## src/rtl/bcd_conv_pkg.sv

```systemverilog
// Shared types and constants for the binary-to-BCD result converter.
package bcd_conv_pkg;

  localparam int DIGIT_W      = 4;
  localparam int IN_WIDTH_DEF = 16;
  localparam int DIGITS_DEF   = 5;
  localparam int CNT_W        = $clog2(IN_WIDTH_DEF);

  typedef enum logic [1:0] {
    IDLE,
    SHIFT,
    DONE
  } state_t;

  // Counter width for an arbitrary operand width (at least one bit).
  function automatic int cnt_width(input int n);
    return (n > 1) ? $clog2(n) : 1;
  endfunction

  // True when 10^digits > 2^in_width, i.e. every operand value fits.
  function automatic bit digits_fit(input int in_width, input int digits);
    longint unsigned p10;
    longint unsigned limit;
    p10   = 1;
    limit = 64'd1 << in_width;
    for (int i = 0; i < digits; i++) begin
      if (p10 > limit) return 1'b1;
      p10 = p10 * 10;
    end
    return p10 > limit;
  endfunction

endpackage

```

## src/rtl/bcd_digit_adjust.sv

```systemverilog
// Double-dabble correction cell: a digit of 5 or more gets +3 before the shift.
module bcd_digit_adjust
  import bcd_conv_pkg::*;
(
  input  logic [DIGIT_W-1:0] digit,
  output logic [DIGIT_W-1:0] adjusted
);

  assign adjusted = (digit >= DIGIT_W'(5)) ? digit + DIGIT_W'(3) : digit;

endmodule

```

## src/rtl/bcd_result_converter.sv

```systemverilog
// Sequential binary-to-BCD converter (shift/add-3) with optional sign handling.
module bcd_result_converter
  import bcd_conv_pkg::*;
#(
  parameter int IN_WIDTH = IN_WIDTH_DEF,
  parameter int DIGITS   = DIGITS_DEF
) (
  input  logic                  clk,
  input  logic                  reset,
  input  logic                  start,
  input  logic                  signed_in,
  input  logic [IN_WIDTH-1:0]   bin,
  output logic                  busy,
  output logic                  done,
  output logic                  negative,
  output logic [DIGIT_W*DIGITS-1:0] bcd
);

  localparam int CW    = cnt_width(IN_WIDTH);
  localparam int BCD_W = DIGIT_W * DIGITS;

  if (!digits_fit(IN_WIDTH, DIGITS)) begin : g_bad_digits
    $error("bcd_result_converter: DIGITS too small for IN_WIDTH");
  end

  state_t              state;
  state_t              state_next;
  logic [IN_WIDTH-1:0] mag;
  logic [BCD_W-1:0]    scratch;
  logic [BCD_W-1:0]    adjusted;
  logic [BCD_W-1:0]    shifted;
  logic [CW-1:0]       count;
  logic                neg_pending;
  logic                last_shift;

  for (genvar g = 0; g < DIGITS; g++) begin : g_adjust
    bcd_digit_adjust u_adjust (
      .digit    (scratch[g*DIGIT_W +: DIGIT_W]),
      .adjusted (adjusted[g*DIGIT_W +: DIGIT_W])
    );
  end

  assign shifted    = {adjusted[BCD_W-2:0], mag[IN_WIDTH-1]};
  assign last_shift = (count == CW'(IN_WIDTH - 1));
  assign busy       = (state == SHIFT);
  assign done       = (state == DONE);

  // State register.
  // NOTE: sequential state uses non-blocking (<=) so every register samples pre-edge values.
  always_ff @(posedge clk) begin
    if (reset) state <= IDLE;
    else       state <= state_next;
  end

  // Next-state logic; IDLE accepts start, SHIFT runs IN_WIDTH cycles, DONE lasts one cycle.
  // NOTE: state_next is defaulted first so no path leaves it unassigned (no latch).
  always_comb begin
    state_next = state;
    case (state)
      IDLE:    if (start) state_next = SHIFT;
      SHIFT:   if (last_shift) state_next = DONE;
      DONE:    state_next = IDLE;
      default: state_next = IDLE;
    endcase
  end

  // Datapath: operand capture, shift/add-3 iterations and result publication.
  always_ff @(posedge clk) begin
    if (reset) begin
      mag         <= '0;
      scratch     <= '0;
      count       <= '0;
      neg_pending <= 1'b0;
      bcd         <= '0;
      negative    <= 1'b0;
    end else begin
      case (state)
        IDLE: begin
          if (start) begin
            // -bin of the most-negative value is itself, read as unsigned magnitude.
            mag         <= (signed_in && bin[IN_WIDTH-1]) ? -bin : bin;
            neg_pending <= signed_in && bin[IN_WIDTH-1];
            scratch     <= '0;
            count       <= '0;
          end
        end
        SHIFT: begin
          scratch <= shifted;
          mag     <= mag << 1;
          count   <= count + CW'(1);
          // Publish on the final shift so bcd/negative are valid while done is high.
          if (last_shift) begin
            bcd      <= shifted;
            negative <= neg_pending;
          end
        end
        default: ;
      endcase
    end
  end

endmodule

```

## config.mk

```make
export PLATFORM = sky130hd
export DESIGN_NAME = bcd_result_converter
export DESIGN_NICKNAME = d
export VERILOG_FILES = /design/src/rtl/bcd_conv_pkg.sv /design/src/rtl/bcd_digit_adjust.sv /design/src/rtl/bcd_result_converter.sv
export SDC_FILE = /design/constraint.sdc
export NUM_CORES = 1
export LEC_CHECK = 0
export ABC_AREA = 1
export CORE_MARGIN = 8
export CORE_UTILIZATION = 62
export CTS_BUF_LIST = sky130_fd_sc_hd__clkbuf_4
export DETAILED_ROUTE_END_ITERATION = 6
export MAX_ROUTING_LAYER = met4
export PLACE_DENSITY = 0.95
export SLEW_MARGIN = 10
export SYNTH_ARGS = -nofsm -noshare
export SYNTH_HDL_FRONTEND = slang
export SYNTH_HIERARCHICAL = 1
export SYNTH_SLANG_ARGS = --single-unit
export TNS_END_PERCENT = 20
```

## constraint.sdc

```tcl
create_clock -name clk -period 3.05 [get_ports clk]
set_clock_uncertainty 0.15 [all_clocks]
set_input_delay 0.305 -clock clk [delete_from_list [all_inputs] [get_ports clk]]
set_output_delay 0.305 -clock clk [all_outputs]
set_load 0.05 [all_outputs]
```

### Yosys cells after proc, flatten, opt, wreduce, memory -nomap -nowiden

Cells that the tools add are included.

| cells by class | value |
|---|---|
| reductions and logical operators | 7 |
| eq/ne operators | 5 |
| $add $sub $neg | 7 |
| order comparisons | 5 |
| multiplexer cells | 15 |

Operator list:

| kind | count |
|---|---|
| 20-bit case mux with 2 select lines | 1 |
| 16-bit two-way mux | 2 |
| 16-bit case mux with 2 select lines | 1 |
| 4-bit by 3-bit >= comparator with 1-bit output, second input constant | 5 |
| 20-bit two-way mux | 1 |
| 4-bit two-way mux | 5 |
| 4-bit by 2-bit adder with 4-bit output, second input constant | 4 |
| 16-bit negation | 1 |
| 4-bit case mux with 2 select lines | 1 |
| 2-bit AND reduction | 4 |
| 4-bit by 1-bit adder with 4-bit output, second input constant | 1 |
| 4-bit == test, second input constant | 1 |
| 2-bit two-way mux | 2 |
| 2-bit case mux with 2 select lines | 1 |
| 3-bit by 2-bit adder with 3-bit output, second input constant | 1 |
| 3-bit two-way mux | 1 |
| 2-bit by 1-bit == test with 1-bit output, second input constant | 1 |
| 2-bit == test, second input constant | 1 |
| 2-bit zero test | 1 |
| 2-bit by 1-bit != test with 1-bit output, second input constant | 1 |
| 2-bit != test, second input constant | 1 |
| 2-bit nonzero test | 1 |
| 1-bit logical AND | 1 |

| word-level totals | value |
|---|---|
| output and inout port bits | 23 |
| input port bits | 20 |
| word-level logic and storage cells | 46 |
| register bits | 64 |

### Logic depth before layout (Yosys ltp)

Gate-level depths: netlist (run 1).

| logic depth | value |
|---|---|
| depth in word-level cells | 4 |
| gate-level depth with buffers | 9 |
| gate-level depth less buffers | 9 |

### By module

Netlist (run 1), hierarchy kept.

By module, submodules not included:

| module | sequential area each (µm²) | area each (µm²) | instances | cells each |
|---|---|---|---|---|
| bcd_result_converter | 1281.2 | 2867.8 | 1 | 377 |
| bcd_digit_adjust | 0.0 | 135.1 | 5 | 23 |

### Least setup slack after synthesis (run 1)

OpenSTA, ideal clock, no wires.

| timing | value |
|---|---|
| kind | register -> output |
| start | register state[1] |
| end | output done |
| path slack | 1.568 ns |
| buffers on the path | 0 |
| required time | 2.595 ns |
| data arrival time | 1.027 ns |
| stages on the path, launching flop included | 3 |
| cell sequence | dfxtp_1 inv_1 nor2_1 |

| between the ends | value |
|---|---|
| word-level cells in the longest chain between the ends | 1 |

RTL lines:

| element | RTL line | text |
|---|---|---|
| start: declaration | bcd_result_converter.sv:26 | `state_t state;` |
| start signal: assignment | bcd_result_converter.sv:52 | `else state <= state_next;` |
| 2-bit == test | bcd_result_converter.sv:46 | `assign done = (state == DONE);` |
| end: declaration | bcd_result_converter.sv:14 | `output logic done,` |

No other way between the ends.

### Worst setup path after layout (run 1)

| timing | value |
|---|---|
| start | register state[1] |
| end | output busy |

| between the ends | value |
|---|---|
| word-level cells in the longest chain between the ends | 1 |

RTL lines:

| element | RTL line | text |
|---|---|---|
| 2-bit by 1-bit == test with 1-bit output | bcd_result_converter.sv:45 | `assign busy = (state == SHIFT);` |
| end: declaration | bcd_result_converter.sv:13 | `output logic busy,` |

No other way between the ends.

==> out/results.tsv, run 1 <==
metric	value	unit
status	finished clean	
CTS resizes	0	
Final min period	2640	ps
Critical Path AT	2180	ps
ANT cells	0	
power per cell area	380	nW/µm²
CTS Hold Bufs	0	
post-DR wirelength/cell	13.0	µm
Detail Route Antenna Nets	0	
total power draw	1.51	mW
Worst R2R Start	state[1]	
clock tree from TritonCTS	done	
IO buf count	42	
Remaining Overflow, GRT	0	
Synthesized Nets	519	
Starting Density	63.9	%
Leak Pwr	1.44	nW
min-delay worst type	in2reg	
CTS Sinks	64	
Synth Instances	487	
# IOs	43	
total core area	5510	µm²
WS Path Type	reg2out	
DRT Pass-1 Iters	7	
first-pass GRT wire length	13500	µm
worst-case clock buffer depth	2	
first-iteration detailed-routing DRC count	234	
Hold Path End	count[0]	
Nets	552	
Hold Path Origin	reset	
Slew @ Worst Pin	714	ps
final setup fails	0	
worst-path maximum fanout	42	
worst skew pair latency	420	ps
Layout Utilization	72.0	%
largest net degree at the start of global routing	44	
initial antenna violation count	0	
DIE WIDTH	91.3	µm
die area	8340	µm²
Worst IR Drop VDD	275	µV
vias in the first global route	3169	
RSZ-0062 raised after global routing	no	
Rows	27	
HPWL after DPL	5410	µm
Syn Std Cell Area	3520	µm²
r2r setup slk	880	ps
max_cap viols	0	
share of cells above drive strength 1	12.8	%
CP Capture Type	output port	
clk slew on worst S/H paths	110	ps
Setup TNS Final	0	ps
max_slew headroom	52.4	%
vias	3296	
Max Slew Vio Count	0	
area grow syn2layout	12.8	%
worst r2r dst	bcd[11]	
Fmax	379	MHz
synthesized area per cell	7.22	µm²
H-tree lvl count	3	
Placer Congestion	0.885	
Min-Delay Path Depth	2	
Die H	91.3	µm
total CTS buffers	9	
fin crit share	86.4	%
DRC violations left	0	
worst reg-to-reg path cell count	7	
synth warn	6	
gr usage total	20.0	%
post-CTS setup buffer count	0	
WP data required	2590	ps
Via density	5.52	
startpoint types	flip-flop	
Root Buffer	clkbuf_4	
Routed WL	7740	µm
Hold Vio Cnt, Final	0	
-- critical path, stage by stage (launching register included) --
cell and delay (ps):
dfxtp_1 330, inv_1 80, nand2_2 80, inv_4 350, clkdlybuf4s50_1 910
-- placed cells by master, fill, tap and decap left out, types with 9 or more instances in the layout --
cell type        instances
nor2_4                  12
o21ai_0                 31
nand2_2                 11
inv_1                   30
nand3_1                 28
clkdlybuf4s50_1         41
a21oi_1                 36
ha_1                    12
nor2_1                  27
a22oi_1                  9
clkbuf_4                10
nand2_1                157
dfxtp_1                 64
-- area by class of cell --
| cell class | count | area (µm²) |
|---|---|---|
| multi-input cells | 363 | 1910 |
| clock inverters | 6 | 26.3 |
| flip-flops and latches | 64 | 1280 |
| clock buffers | 10 | 75.1 |
| repair buffers | 43 | 423 |
| well taps | 72 | 90.1 |
| fillers | 402 | 1540 |
| inverters | 39 | 156 |
-- worst max path at each step --
stage                        start   end  slack [ps]  depth (start not counted)
after CTS                 state[1]  busy         390                          4
after detailed placement  state[1]  busy         860                          4
final                     state[1]  busy         410                          4
after global placement    state[1]  busy         910                          4
after floorplan           state[1]  done        1570                          2
after global routing      state[1]  busy         290                          4
-- metal layers --
| layer | track usage [%] | vias up | wire, µm |
|---|---|---|---|
| li1 | - | 1662 | - |
| met1 | 19.9 | 1518 | 3160 |
| met2 | 35.0 | 93 | 3970 |
| met3 | 6.83 | 23 | 441 |
| met4 | 8.32 | 0 | 167 |
| met5 | - | - | 0 |
-- state kept, by name, summed over array words and instances, names as in the netlist --
| register | count |
|---|---|
| count | 4 |
| mag | 16 |
| negative | 1 |
| neg_pending | 1 |
| scratch | 20 |
| state | 2 |
| bcd | 20 |
-- stage by stage --
step                std cells  cell area [µm²]  worst slack (ps)  hold WS (ps)
CTS                       597             3970               389           273
global placement          581             3860               908           299
global route              597             3970               287           299
finish                    597             3970               414           284
detailed placement        581             3860               862           300
floorplan                 487             3520              1570           289
-- where the power goes --
group          internal, mW  total, mW  switching, mW
clock                 0.164      0.453          0.289
sequential            0.856      0.869         0.0129
combinational        0.0663      0.184          0.117
Note: power is estimated with default switching activity, not from simulation.
==> run 2, diff against run 1 <==
--- a/config.mk
+++ b/config.mk
@@ -5,9 +5,9 @@
 export SDC_FILE = /design/constraint.sdc
 export NUM_CORES = 1
 export LEC_CHECK = 0
-export ABC_AREA = 1
+export ABC_AREA = 0
 export CORE_MARGIN = 8
-export CORE_UTILIZATION = 62
+export CORE_UTILIZATION = 61
 export CTS_BUF_LIST = sky130_fd_sc_hd__clkbuf_4
 export DETAILED_ROUTE_END_ITERATION = 6
 export MAX_ROUTING_LAYER = met4
==> out/results.tsv, run 2 <==
metric	value	unit
status	finished clean	
WP data required	2590	ps
synth warn	6	
worst skew pair latency	390	ps
die area	7870	µm²
ANT cells	0	
Layout Utilization	74.2	%
Synthesized Nets	449	
fin crit share	75.8	%
synthesized area per cell	7.73	µm²
share of cells above drive strength 1	6.81	%
final setup fails	0	
CTS Sinks	64	
vias	3028	
WS Path Type	reg2out	
first-pass GRT wire length	12500	µm
Critical Path AT	1860	ps
DIE WIDTH	88.7	µm
gr usage total	20.5	%
Placer Congestion	0.882	
Root Buffer	clkbuf_4	
IO buf count	42	
worst r2r dst	mag[8]	
Max Slew Vio Count	0	
most common cell after layout, fill and taps aside	nand2_1	
Via density	5.77	
area grow syn2layout	17.6	%
pre-CTS setup slack	797	ps
Nets	484	
largest net degree at the start of global routing	49	
Starting Density	63.1	%
commonest non-fill, non-tap cells in the layout	89 x nand2_1, 64 x dfxtp_1, 60 x a21oi_1	
Slew @ Worst Pin	858	ps
Rows	26	
CTS resizes	0	
worst-path maximum fanout	7	
total core area	5110	µm²
Area after DPL	3690	µm²
Setup WS post-layout	739	ps
Hold Path End	bcd[7]	
Routed WL	7280	µm
Synth Instances	417	
clock tree from TritonCTS	done	
Fmax	433	MHz
Worst R2R Start	state[1]	
worst reg-to-reg path cell count	5	
startpoint types	flip-flop	
CTS Hold Bufs	0	
min-delay worst type	reg2reg	
post-DR wirelength/cell	13.9	µm
Hold Vio Cnt, Final	0	
fillcell total	405	
worst-case clock buffer depth	2	
total CTS buffers	9	
Remaining Overflow, GRT	0	
RSZ-0062 raised after global routing	no	
post-CTS setup buffer count	0	
Final min period	2310	ps
CP Capture Type	output port	
r2r setup slk	1090	ps
# IOs	43	
biggest regs	bcd x20, scratch x20, mag x16	
Min-Delay Path Depth	2	
final instance area	3790	µm²
Detail Route Antenna Nets	0	
power per cell area	395	nW/µm²
Setup TNS Final	0	ps
Hold Path Origin	bcd[7]	
max_cap viols	0	
DRT Pass-1 Iters	5	
Leak Pwr	1.35	nW
Die H	88.7	µm
max_slew headroom	42.8	%
clk slew on worst S/H paths	90	ps
H-tree lvl count	3	
initial antenna violation count	0	
Syn Std Cell Area	3220	µm²
first-iteration detailed-routing DRC count	200	
HPWL after DPL	5140	µm
DRC violations left	0	
Worst IR Drop VDD	227	µV
vias in the first global route	2843	
## run 2: per-stage QoR
step,cells,hold slack [ps],power [mW]
6_report,525,307,1.50
5_1_grt,525,327,1.58
4_1_cts,525,308,1.51
3_5_place_dp,511,296,1.07
3_3_place_gp,511,292,1.06
2_1_floorplan,417,282,1.00
## run 2: layer usage
layer	track usage (%)	wire (µm)
met1	22.3	3110
met2	34.8	3700
met3	4.36	401
met4	9.37	63
met5	-	0
## run 2: area by class of cell
| type | instances | area (µm²) | share of cell area (%) |
|---|---|---|---|
| timing repair buffer | 49 | 478 | 12.6 |
| inverter | 15 | 56.3 | 1.49 |
| clock buffer | 12 | 90.1 | 2.38 |
| clock inverter | 2 | 8.76 | 0.231 |
| tap | 70 | 87.6 | 2.31 |
| sequential | 64 | 1280 | 33.8 |
| multi-input combinational | 313 | 1790 | 47.2 |
## run 2: worst max-delay path by stage
stage	startpoint	endpoint	slack, ps	cells past startpoint
3_5_place_dp	bin[4]	mag[15]	800	5
5_1_grt	state[1]	done	650	2
6_report	state[1]	done	740	2
3_3_place_gp	start	mag[12]	850	6
2_1_floorplan	state[1]	busy	1170	4
4_1_cts	state[1]	done	700	2
## run 2: worst max-delay path: stages, from the launching register on
cell,delay [ps]
dfxtp_1,450
nor2b_1,190
clkdlybuf4s50_1,830
## run 2: power breakdown
group / leakage (nW) / switching, mW / internal [mW] / total, mW
sequential: 0.518 / 0.0135 / 0.856 / 0.869
clock: 0.0607 / 0.263 / 0.183 / 0.446
combinational: 0.768 / 0.109 / 0.0728 / 0.182
